### src/rtl/mux_nx1_scan_pkg.sv
// Shared types and helpers for the registered N:1 scan multiplexer.
package mux_pkg;

  typedef enum logic [1:0] {
    ST_IDLE   = 2'd0,
    ST_MANUAL = 2'd1,
    ST_SCAN   = 2'd2
  } state_t;

  localparam logic MODE_MANUAL = 1'b0;
  localparam logic MODE_SCAN   = 1'b1;

  // Index width for a count of n items; never narrower than one bit.
  function automatic int sel_width(input int n);
    return (n <= 2) ? 1 : $clog2(n);
  endfunction

endpackage

### src/rtl/mux_nx1_scan_if.sv
// Bus bundle between the channel sources/consumer and mux_nx1_scan.
// Optional macro MUX_SEL_ERR_EN adds the sticky sel_err flag.
interface mux_nx1_scan_if #(
  parameter int N = 4,
  parameter int W = 1
);
  import mux_pkg::*;

  localparam int SEL_W = sel_width(N);

  logic             en;
  logic             mode;
  logic [SEL_W-1:0] sel;
  logic [N*W-1:0]   din;
  logic [W-1:0]     y;
  logic             y_valid;
  logic [SEL_W-1:0] ch;
  logic             wrap;
`ifdef MUX_SEL_ERR_EN
  logic             sel_err;

  modport master (output en, mode, sel, din,
                  input  y, y_valid, ch, wrap, sel_err);
  modport slave  (input  en, mode, sel, din,
                  output y, y_valid, ch, wrap, sel_err);
`else
  modport master (output en, mode, sel, din,
                  input  y, y_valid, ch, wrap);
  modport slave  (input  en, mode, sel, din,
                  output y, y_valid, ch, wrap);
`endif

endinterface

### src/rtl/mux_nx1_scan_counter.sv
// Round-robin scan pointer: holds each channel for DWELL enabled cycles
// and pulses wrap for one cycle when the pointer returns from N-1 to 0.
module scan_counter
  import mux_pkg::*;
#(
  parameter  int N     = 4,
  parameter  int DWELL = 4,
  localparam int SEL_W = sel_width(N)
) (
  input  logic             clk,
  input  logic             rst,
  input  logic             en,
  input  logic             clr,
  output logic [SEL_W-1:0] ptr,
  output logic             wrap
);

  localparam int               CNT_W    = sel_width(DWELL);
  localparam logic [CNT_W-1:0] CNT_LAST = CNT_W'(DWELL - 1);
  localparam logic [SEL_W-1:0] PTR_LAST = SEL_W'(N - 1);

  logic [CNT_W-1:0] cnt;

  // Dwell counter and pointer advance; clr parks the scan at channel 0.
  always_ff @(posedge clk) begin
    if (rst || clr) begin
      cnt  <= '0;
      ptr  <= '0;
      wrap <= 1'b0;
    end else if (en) begin
      if (cnt == CNT_LAST) begin
        cnt  <= '0;
        ptr  <= (ptr == PTR_LAST) ? '0 : ptr + 1'b1;
        wrap <= (ptr == PTR_LAST);
      end else begin
        cnt  <= cnt + 1'b1;
        wrap <= 1'b0;
      end
    end else begin
      wrap <= 1'b0;
    end
  end

endmodule

### src/rtl/mux_nx1_scan.sv
// Registered N:1 multiplexer with manual select and round-robin auto scan.
// Optional macro MUX_SEL_ERR_EN adds a sticky out-of-range select flag.
//
//  state     | meaning
//  ST_IDLE   | after reset, outputs at reset values until first enable
//  ST_MANUAL | capturing the channel chosen by sel
//  ST_SCAN   | capturing the channel chosen by the scan pointer
module mux_nx1_scan
  import mux_pkg::*;
#(
  parameter  int N     = 4,
  parameter  int W     = 1,
  parameter  int DWELL = 4,
  localparam int SEL_W = sel_width(N)
) (
  input  logic           clk,
  input  logic           rst,
  mux_nx1_scan_if.slave  bus
);

  state_t           state, state_nxt;
  logic [W-1:0]     y_nxt;
  logic             valid_nxt;
  logic [SEL_W-1:0] ch_nxt;
  logic [SEL_W-1:0] ptr;
  logic             sel_ok;
  logic             scan_step;
  logic             scan_clr;

  function automatic logic [W-1:0] pick(input logic [N*W-1:0] d,
                                        input logic [SEL_W-1:0] idx);
    pick = '0;
    for (int k = 0; k < N; k++) begin
      if (idx == SEL_W'(k)) pick = d[k*W +: W];
    end
  endfunction

  assign sel_ok    = int'(bus.sel) < N;
  assign scan_step = bus.en && (bus.mode == MODE_SCAN);
  assign scan_clr  = bus.en && (bus.mode == MODE_MANUAL);

  // Pointer is zero whenever scan is entered, so the entering edge captures channel 0.
  scan_counter #(.N(N), .DWELL(DWELL)) u_scan (
    .clk  (clk),
    .rst  (rst),
    .en   (scan_step),
    .clr  (scan_clr),
    .ptr  (ptr),
    .wrap (bus.wrap)
  );

  // Next state and next output values; everything holds while en is low.
  always_comb begin
    state_nxt = state;
    y_nxt     = bus.y;
    valid_nxt = bus.y_valid;
    ch_nxt    = bus.ch;
    if (bus.en) begin
      if (bus.mode == MODE_SCAN) begin
        state_nxt = ST_SCAN;
        y_nxt     = pick(bus.din, ptr);
        valid_nxt = 1'b1;
        ch_nxt    = ptr;
      end else begin
        state_nxt = ST_MANUAL;
        if (sel_ok) begin
          y_nxt     = pick(bus.din, bus.sel);
          valid_nxt = 1'b1;
          ch_nxt    = bus.sel;
        end else begin
          y_nxt     = '0;
          valid_nxt = 1'b0;
        end
      end
    end
  end

  // State and output registers.
  always_ff @(posedge clk) begin
    if (rst) begin
      state       <= ST_IDLE;
      bus.y       <= '0;
      bus.y_valid <= 1'b0;
      bus.ch      <= '0;
    end else begin
      state       <= state_nxt;
      bus.y       <= y_nxt;
      bus.y_valid <= valid_nxt;
      bus.ch      <= ch_nxt;
    end
  end

`ifdef MUX_SEL_ERR_EN
  logic err_set;

  // Never true for power-of-two N, so the flag stays low there.
  assign err_set = scan_clr && !sel_ok;

  // Sticky until reset.
  always_ff @(posedge clk) begin
    if (rst)          bus.sel_err <= 1'b0;
    else if (err_set) bus.sel_err <= 1'b1;
  end
`endif

endmodule

### src/flat_wrapper.sv
// flat-port wrapper written by rule: the top's interface ports become plain ports
module mux_nx1_scan_flat import mux_pkg::*;
#(
  parameter  int N     = 4,
  parameter  int W     = 1,
  parameter  int DWELL = 4,
  localparam int SEL_W = sel_width(N)
)
  (clk, rst, bus_en, bus_mode, bus_sel, bus_din, bus_y, bus_y_valid, bus_ch, bus_wrap);
  mux_nx1_scan_if #(.N(N), .W(W)) bus_i ();
  input  logic clk;
  input  logic rst;
  input wire logic [$bits(bus_i.en)-1:0] bus_en;
  input wire logic [$bits(bus_i.mode)-1:0] bus_mode;
  input wire logic [$bits(bus_i.sel)-1:0] bus_sel;
  input wire logic [$bits(bus_i.din)-1:0] bus_din;
  output wire logic [$bits(bus_i.y)-1:0] bus_y;
  output wire logic [$bits(bus_i.y_valid)-1:0] bus_y_valid;
  output wire logic [$bits(bus_i.ch)-1:0] bus_ch;
  output wire logic [$bits(bus_i.wrap)-1:0] bus_wrap;
  assign bus_i.en = bus_en;
  assign bus_i.mode = bus_mode;
  assign bus_i.sel = bus_sel;
  assign bus_i.din = bus_din;
  assign bus_y = bus_i.y;
  assign bus_y_valid = bus_i.y_valid;
  assign bus_ch = bus_i.ch;
  assign bus_wrap = bus_i.wrap;
  mux_nx1_scan #(.N(N), .W(W), .DWELL(DWELL)) u_core (.clk(clk), .rst(rst), .bus(bus_i));
endmodule
### config.mk
export PLATFORM = sky130hd
export DESIGN_NAME = mux_nx1_scan_flat
export DESIGN_NICKNAME = d
export VERILOG_FILES = /design/src/rtl/mux_nx1_scan_pkg.sv /design/src/rtl/mux_nx1_scan_if.sv /design/src/rtl/mux_nx1_scan_counter.sv /design/src/rtl/mux_nx1_scan.sv /design/src/flat_wrapper.sv
export SDC_FILE = /design/constraint.sdc
export NUM_CORES = 1
export LEC_CHECK = 0
export ABC_AREA = 0
export CAP_MARGIN = 10
export CORE_AREA = 2 2 39 41
export DETAILED_ROUTE_END_ITERATION = 8
export DIE_AREA = 0 0 41 43
export PLACE_DENSITY_LB_ADDON = 0.05
export SYNTH_ARGS = -nofsm -noshare
export SYNTH_HDL_FRONTEND = slang
export SYNTH_SLANG_ARGS = --single-unit
### constraint.sdc
create_clock -name clk -period 3.5 [get_ports clk]
set_clock_uncertainty 0.15 [all_clocks]
set_input_delay 0.525 -clock clk [delete_from_list [all_inputs] [get_ports clk]]
set_output_delay 0.525 -clock clk [all_outputs]
set_load 0.03 [all_outputs]
==> metrics, run 1 <==
Die ar.=1760 um2; drt drc=0; ys async rst share=0%; unrepaired setup endpoints after global routing=no; CTS tree=done; Clock Root Buffer=clkbuf_4; First-pass DRT Iterations=4; Synth cell types=20; Placer Congestion=0.705; Critical Path Source Type=flop; most frequent cell after synthesis=dfxtp_1; leakage power=0.264 nW; Routed WL=967 um; CP endpoint kind=output pin; sequential area share after synthesis=35.4%; 1st-iter DRT viols=1; flop and latch count out of synthesis=9; pin count of the biggest net entering global routing=17; Vias=432; Overflow after GRT=0; # diodes=0; Initial Util=36.8%; final instance area=669 um2; worst rel slew slack=65.0%; row cnt=14; Top-Level Pins=15; Net Count, Synth=73; Max Buffers Root-to-Sink=2; share of post-route cells with drive strength above 1=5.48%; Slowest cell on crit path=clkdlybuf4s50_1; first-pass GRT wire length=1.67 mm; CP top delay family=buffers and inverters; Storage cell area=180 um2; PortBufs=14; Synth area leaders=dfxtp_1 35%, ha_1 12%, mux2i_1 9.8%, nor2_1 5.9%, a21oi_1 4.9%; DP HPWL=731 um; Total GRT Usage=14.1%; post-synth top area cell=dfxtp_1; cts bufs inserted=3; synth warn=0; final hold vios=0; mapped cell area=509 um2; Die W=41 um; period utilization=54.9%; FMAX=520 MHz; Min-Delay Path Class=flop to flop; clk_lat worst skew=0.25 ns; CP arrival=1.25 ns; Pwr Density=338 nW/um2; die height=43 um; Routed wire per std cell=10.9 um; nets=89; Finish-stage setup viols=0; # fillers=155; routed vias/inst=4.85; Post-CTS Resized=0; min Tclk post-route=1.92 ns; CP Class=flop to output pin; crit-path max cell delay=0.67 ns; Syn Area/Cell=8.78 um2; worst-path fanout max=2; top cells by count, synth=9 x dfxtp_1, 8 x nor2_1, 5 x a21oi_1, 5 x ha_1, 5 x mux2i_1; slack of the critical path=1.58 ns; fin. max-slew vios=0; hold_buf cts=0; Worst-Margin Slew=0.523 ns; WP data required=2.82 ns; Worst-path clk slew=0.06 ns; fin cells=89; remaining antenna violation count=0; CP bufs+invs=1; Core Area=1380 um2; clk sinks=9; VDD IR-drop max=221 uV; footprint of the multi-input gates=292 um2; Post-synth EDFFs=0; Cells after DPL=85; Post-CTS Repair Setup Buffers=0; area share of the largest cell type after synthesis=35.4%; setup TNS=0 ns; Synth Flop Type=dfxtp_1; Area Overhead vs Synth=31.4%; DP Area=643 um2; initial antenna violation count=0; pre-CTS WS=1.33 ns; Synth Instances=58; maxcap violations=0; outcome=completed; critical-path cell list=clkdlybuf4s50_1; H-tree depth=1; vias in the first global route=414
per-stage QoR:
stage / hold slack, ns / total power, mW / util, %
after CTS: 0.322 / 0.231 / 48.4
after detailed placement: 0.308 / 0.154 / 46.5
after global routing: 0.364 / 0.243 / 48.4
after global placement: 0.302 / 0.154 / 46.5
final: 0.318 / 0.226 / 48.4
after floorplan: 0.298 / 0.135 / -
logic make-up after synthesis:
kind of cell / Yosys count / synth area share [%]
and+or+nand+nor: 24 / 25.1
muxes: 5 / 9.83
adders and majority gates: 5 / 12.3
AOI/OAI and AO/OA: 9 / 10.1
DFF: 9 / 35.4
buffers and inverters: 6 / 7.37
state kept, by name (all words and copies together), names as in the netlist:
| register | count |
|---|---|
| u_core.u_scan.cnt | 2 |
| u_core.bus.ch | 2 |
| u_core.u_scan.wrap | 1 |
| u_core.bus.y_valid | 1 |
| u_core.u_scan.ptr | 2 |
| u_core.bus.y | 1 |
where the power goes:
group / total [mW] / switching (mW) / internal (mW)
Clock: 0.0753 / 0.0316 / 0.0436
Combinational: 0.0424 / 0.0208 / 0.0216
Sequential: 0.109 / 0.00208 / 0.107
layout by cell type, fill, tap and decap left out:
master	netlist	routed
clkdlybuf4s50_1	0	14
dfxtp_1	9	9
nor2_1	8	8
mux2i_1	5	5
a21oi_1	5	5
ha_1	5	5
inv_1	3	3
nand2_1	3	3
nand3_1	3	3
clkbuf_4	0	3
nand2b_1	2	2
nand4_1	2	2
a211oi_1	2	2
nor3_1	2	2
nor3b_1	1	1
nand3b_1	1	1
and4bb_2	1	1
nor4b_1	1	1
o21ai_0	1	1
o22ai_1	1	1
clkbuf_1	0	1
final timing paths:
check / from / to / slack [ns] / cells past startpoint
max: u_core.bus.ch[1]$_SDFFE_PP0P_ / bus_ch[1] / 1.58 / 1
max reg2reg: u_core.u_scan.ptr[1]$_SDFFE_PP0P_ / u_core.bus.y$_SDFFE_PP0P_ / 2.11 / 6
min: u_core.bus.y_valid$_SDFFE_PP0P_ / u_core.bus.y_valid$_SDFFE_PP0P_ / 0.32 / 2
min reg2reg: u_core.bus.y_valid$_SDFFE_PP0P_ / u_core.bus.y_valid$_SDFFE_PP0P_ / 0.32 / 2
per-layer routing:
metal | vias up | track usage [%] | share of wire, %
met1 | 188 | 18.4 | 53
met4 | 0 | 4.00 | 0
met5 | - | 0 | 0
met3 | 0 | 7.85 | 6.8
met2 | 10 | 19.4 | 40
li1 | 234 | - | -
final cells by class:
class / count / share of cell area, %
Clock buffer: 4 / 3.93
Timing Repair Buffer: 14 / 20.9
Multi-Input combinational cell: 43 / 43.6
Tap cell: 16 / 2.99
Inverter: 3 / 1.68
Sequential cell: 9 / 26.9
(Power assumes the default switching activity.)
==> run 2: changes to the inputs <==
CORE_AREA = default   (was 2 2 39 41)
CORE_MARGIN = 1.5   (was default)
CORE_UTILIZATION = 39   (was default)
DIE_AREA = default   (was 0 0 41 43)
clock period = 1.6 ns   (was 3.5 ns; I/O delays follow)
==> run 2 against run 1 <==
Effect of this change: worst hold slack improved by 0.010 ns; final cell count rose by 3.4%; combinational power increased by 130%; via count increased by 5.1%; clock power grew 120%; total power grew 120%; sequential share of layout area fell by 1.1 points; first-iteration DRC count rose by 100%; register-to-register slack got worse by 1.9 ns; sequential cell count stayed put; largest power group unchanged.
==> metrics, run 2 (synthesis gave the netlist of run 1 again) <==
outcome=completed; worst rel slew slack=80.0% (+15 points); Total GRT Usage=16.4% (+2.3 points); nets=94 (+5.6%); leakage power=0.306 nW (+16%); min Tclk post-route=1.47 ns; Worst-Margin Slew=0.301 ns (-0.222 ns); period utilization=91.8%; Placer Congestion=0.709 (+0.50%); share of post-route cells with drive strength above 1=11.5% (+6.1 points); FMAX=681 MHz; WP data required=1.58 ns (-1.24 ns); first-pass GRT wire length=1.64 mm (-1.6%); CP arrival=1.45 ns (+0.20 ns); Routed WL=1.05 mm (+8.6%); 1st-iter DRT viols=2 (+1); top flop regs=u_core.bus.ch x2, u_core.u_scan.cnt x2, u_core.u_scan.ptr x2; Worst-path clk slew=0.06 ns (about the same); CP Class=input pin to flop; H-tree depth=1 (unchanged); Routed wire per std cell=11.4 um (+5.0%); Worst setup endpoint=u_core.bus.y$_SDFFE_PP0P_; CP endpoint kind=flop; Pwr Density=719 nW/um2 (+110%); reg2reg start=u_core.u_scan.ptr[1]$_SDFFE_PP0P_; pin count of the biggest net entering global routing=9 (-8); Layout Utilization=60.4% (+12 points); most frequent cells in the layout=9 x clkdlybuf4s50_1, 9 x dfxtp_1, 8 x nor2_1; # diodes=0 (unchanged); Finish-stage setup viols=0 (unchanged); Core Area=1160 um2 (-16%); Min-Delay Path Depth=2 (unchanged); Reg2Reg Setup Slack=0.21 ns (-1.90 ns); Vias=454 (+5.1%); drt drc=0 (unchanged); unrepaired setup endpoints after global routing=no; First-pass DRT Iterations=2 (-2); clk_lat worst skew=0.25 ns (about the same); Top-Level Pins=15 (unchanged); setup TNS=0 ns (unchanged); die height=39.1 um (-9.0%); cells on worst reg2reg path=6 (unchanged); Overflow after GRT=0 (unchanged); Die ar.=1530 um2 (-13%); Max Buffers Root-to-Sink=2 (unchanged); worst-path fanout max=2 (unchanged); maxcap violations=0 (unchanged); Min-Delay Path Class=flop to flop; fin. max-slew vios=0 (unchanged); Critical Path Source Type=input pin; Die W=39.1 um (-4.5%); Cells after DPL=88 (+3.5%); vias in the first global route=420 (+1.4%); initial antenna violation count=0 (unchanged); final hold vios=0 (unchanged); PortBufs=14 (unchanged); fin cells=92 (+3.4%); # fillers=126 (-19%); remaining antenna violation count=0 (unchanged); Initial Util=44.0% (+7.2 points); DP HPWL=852 um (+17%); VDD IR-drop max=381 uV (+72%); clk sinks=9 (unchanged); r2r endpoint=u_core.bus.y$_SDFFE_PP0P_; Area Overhead vs Synth=37.1%; Clock Root Buffer=clkbuf_4; Fin Hold WS=0.328 ns (+0.0102 ns); Worst Setup SP=bus_sel[0]; row cnt=12 (-2); routed vias/inst=4.93 (+1.7%); CTS tree=done; cts bufs inserted=3 (unchanged); hold_buf cts=0 (unchanged)
## run 2: area by class of cell
class | count | area, um2 | share of cell area (%)
multi-input cells | 43 | 292 | 41.8
repair buffers | 19 | 171 | 24.6
inverters | 3 | 11.3 | 1.61
flip-flops and latches | 9 | 180 | 25.8
well taps | 14 | 17.5 | 2.51
clock buffers | 4 | 26.3 | 3.76
## run 2: stage by stage
stage	area, um2	power (mW)	setup WS [ns]
floorplan	509	0.296	0.350
global placement	678	0.345	-0.0906
detailed placement	678	0.347	-0.157
CTS	698	0.512	0.115
global route	698	0.534	0.0890
finish	698	0.502	0.132
## run 2: worst max-delay path: stages
cell,delay (ns)
clkdlybuf4s50_1,0.50
mux2i_1,0.19
and4bb_2,0.25
nor3_1,0.17
o22ai_1,0.10
## run 2: timing repair
item | CTS | global route
buffers inserted | 0 | 0
gates resized for setup | 5 | 0
endpoints found under the setup margin | 5 | 0
## run 2: routing by layer
| layer | global-route usage [%] | wire length, um | vias up | part of all wire [%] |
|---|---|---|---|---|
| met3 | 6.94 | 70 | 0 | 6.7 |
| met5 | 0 | 0 | - | 0 |
| met1 | 17.5 | 506 | 197 | 48 |
| met4 | 5.17 | 0 | 0 | 0 |
| met2 | 28.7 | 474 | 13 | 45 |
| li1 | - | - | 244 | - |
## run 2: how the worst min path moves through the flow
stage                                      startpoint                           endpoint
floorplan                                      bus_en      u_core.u_scan.wrap$_SDFF_PP0_
global placement      u_core.bus.y_valid$_SDFFE_PP0P_    u_core.bus.y_valid$_SDFFE_PP0P_
detailed placement  u_core.u_scan.cnt[1]$_SDFFE_PP0P_  u_core.u_scan.cnt[1]$_SDFFE_PP0P_
CTS                 u_core.u_scan.cnt[1]$_SDFFE_PP0P_  u_core.u_scan.cnt[1]$_SDFFE_PP0P_
global route        u_core.u_scan.cnt[1]$_SDFFE_PP0P_  u_core.u_scan.cnt[1]$_SDFFE_PP0P_
finish                u_core.bus.y_valid$_SDFFE_PP0P_    u_core.bus.y_valid$_SDFFE_PP0P_
## run 2: power by group
part | switching, mW | leakage, nW | internal, mW
registers | 0.00463 | 0.0737 | 0.233
clock network | 0.0701 | 0.0150 | 0.0955
logic | 0.0479 | 0.218 | 0.0502
==> run 3: changes to the inputs <==
SKIP_LAST_GASP = 1   (was default)
==> results of run 3 <==
The final DEF is identical to that of run 2; final timing and power are the same.
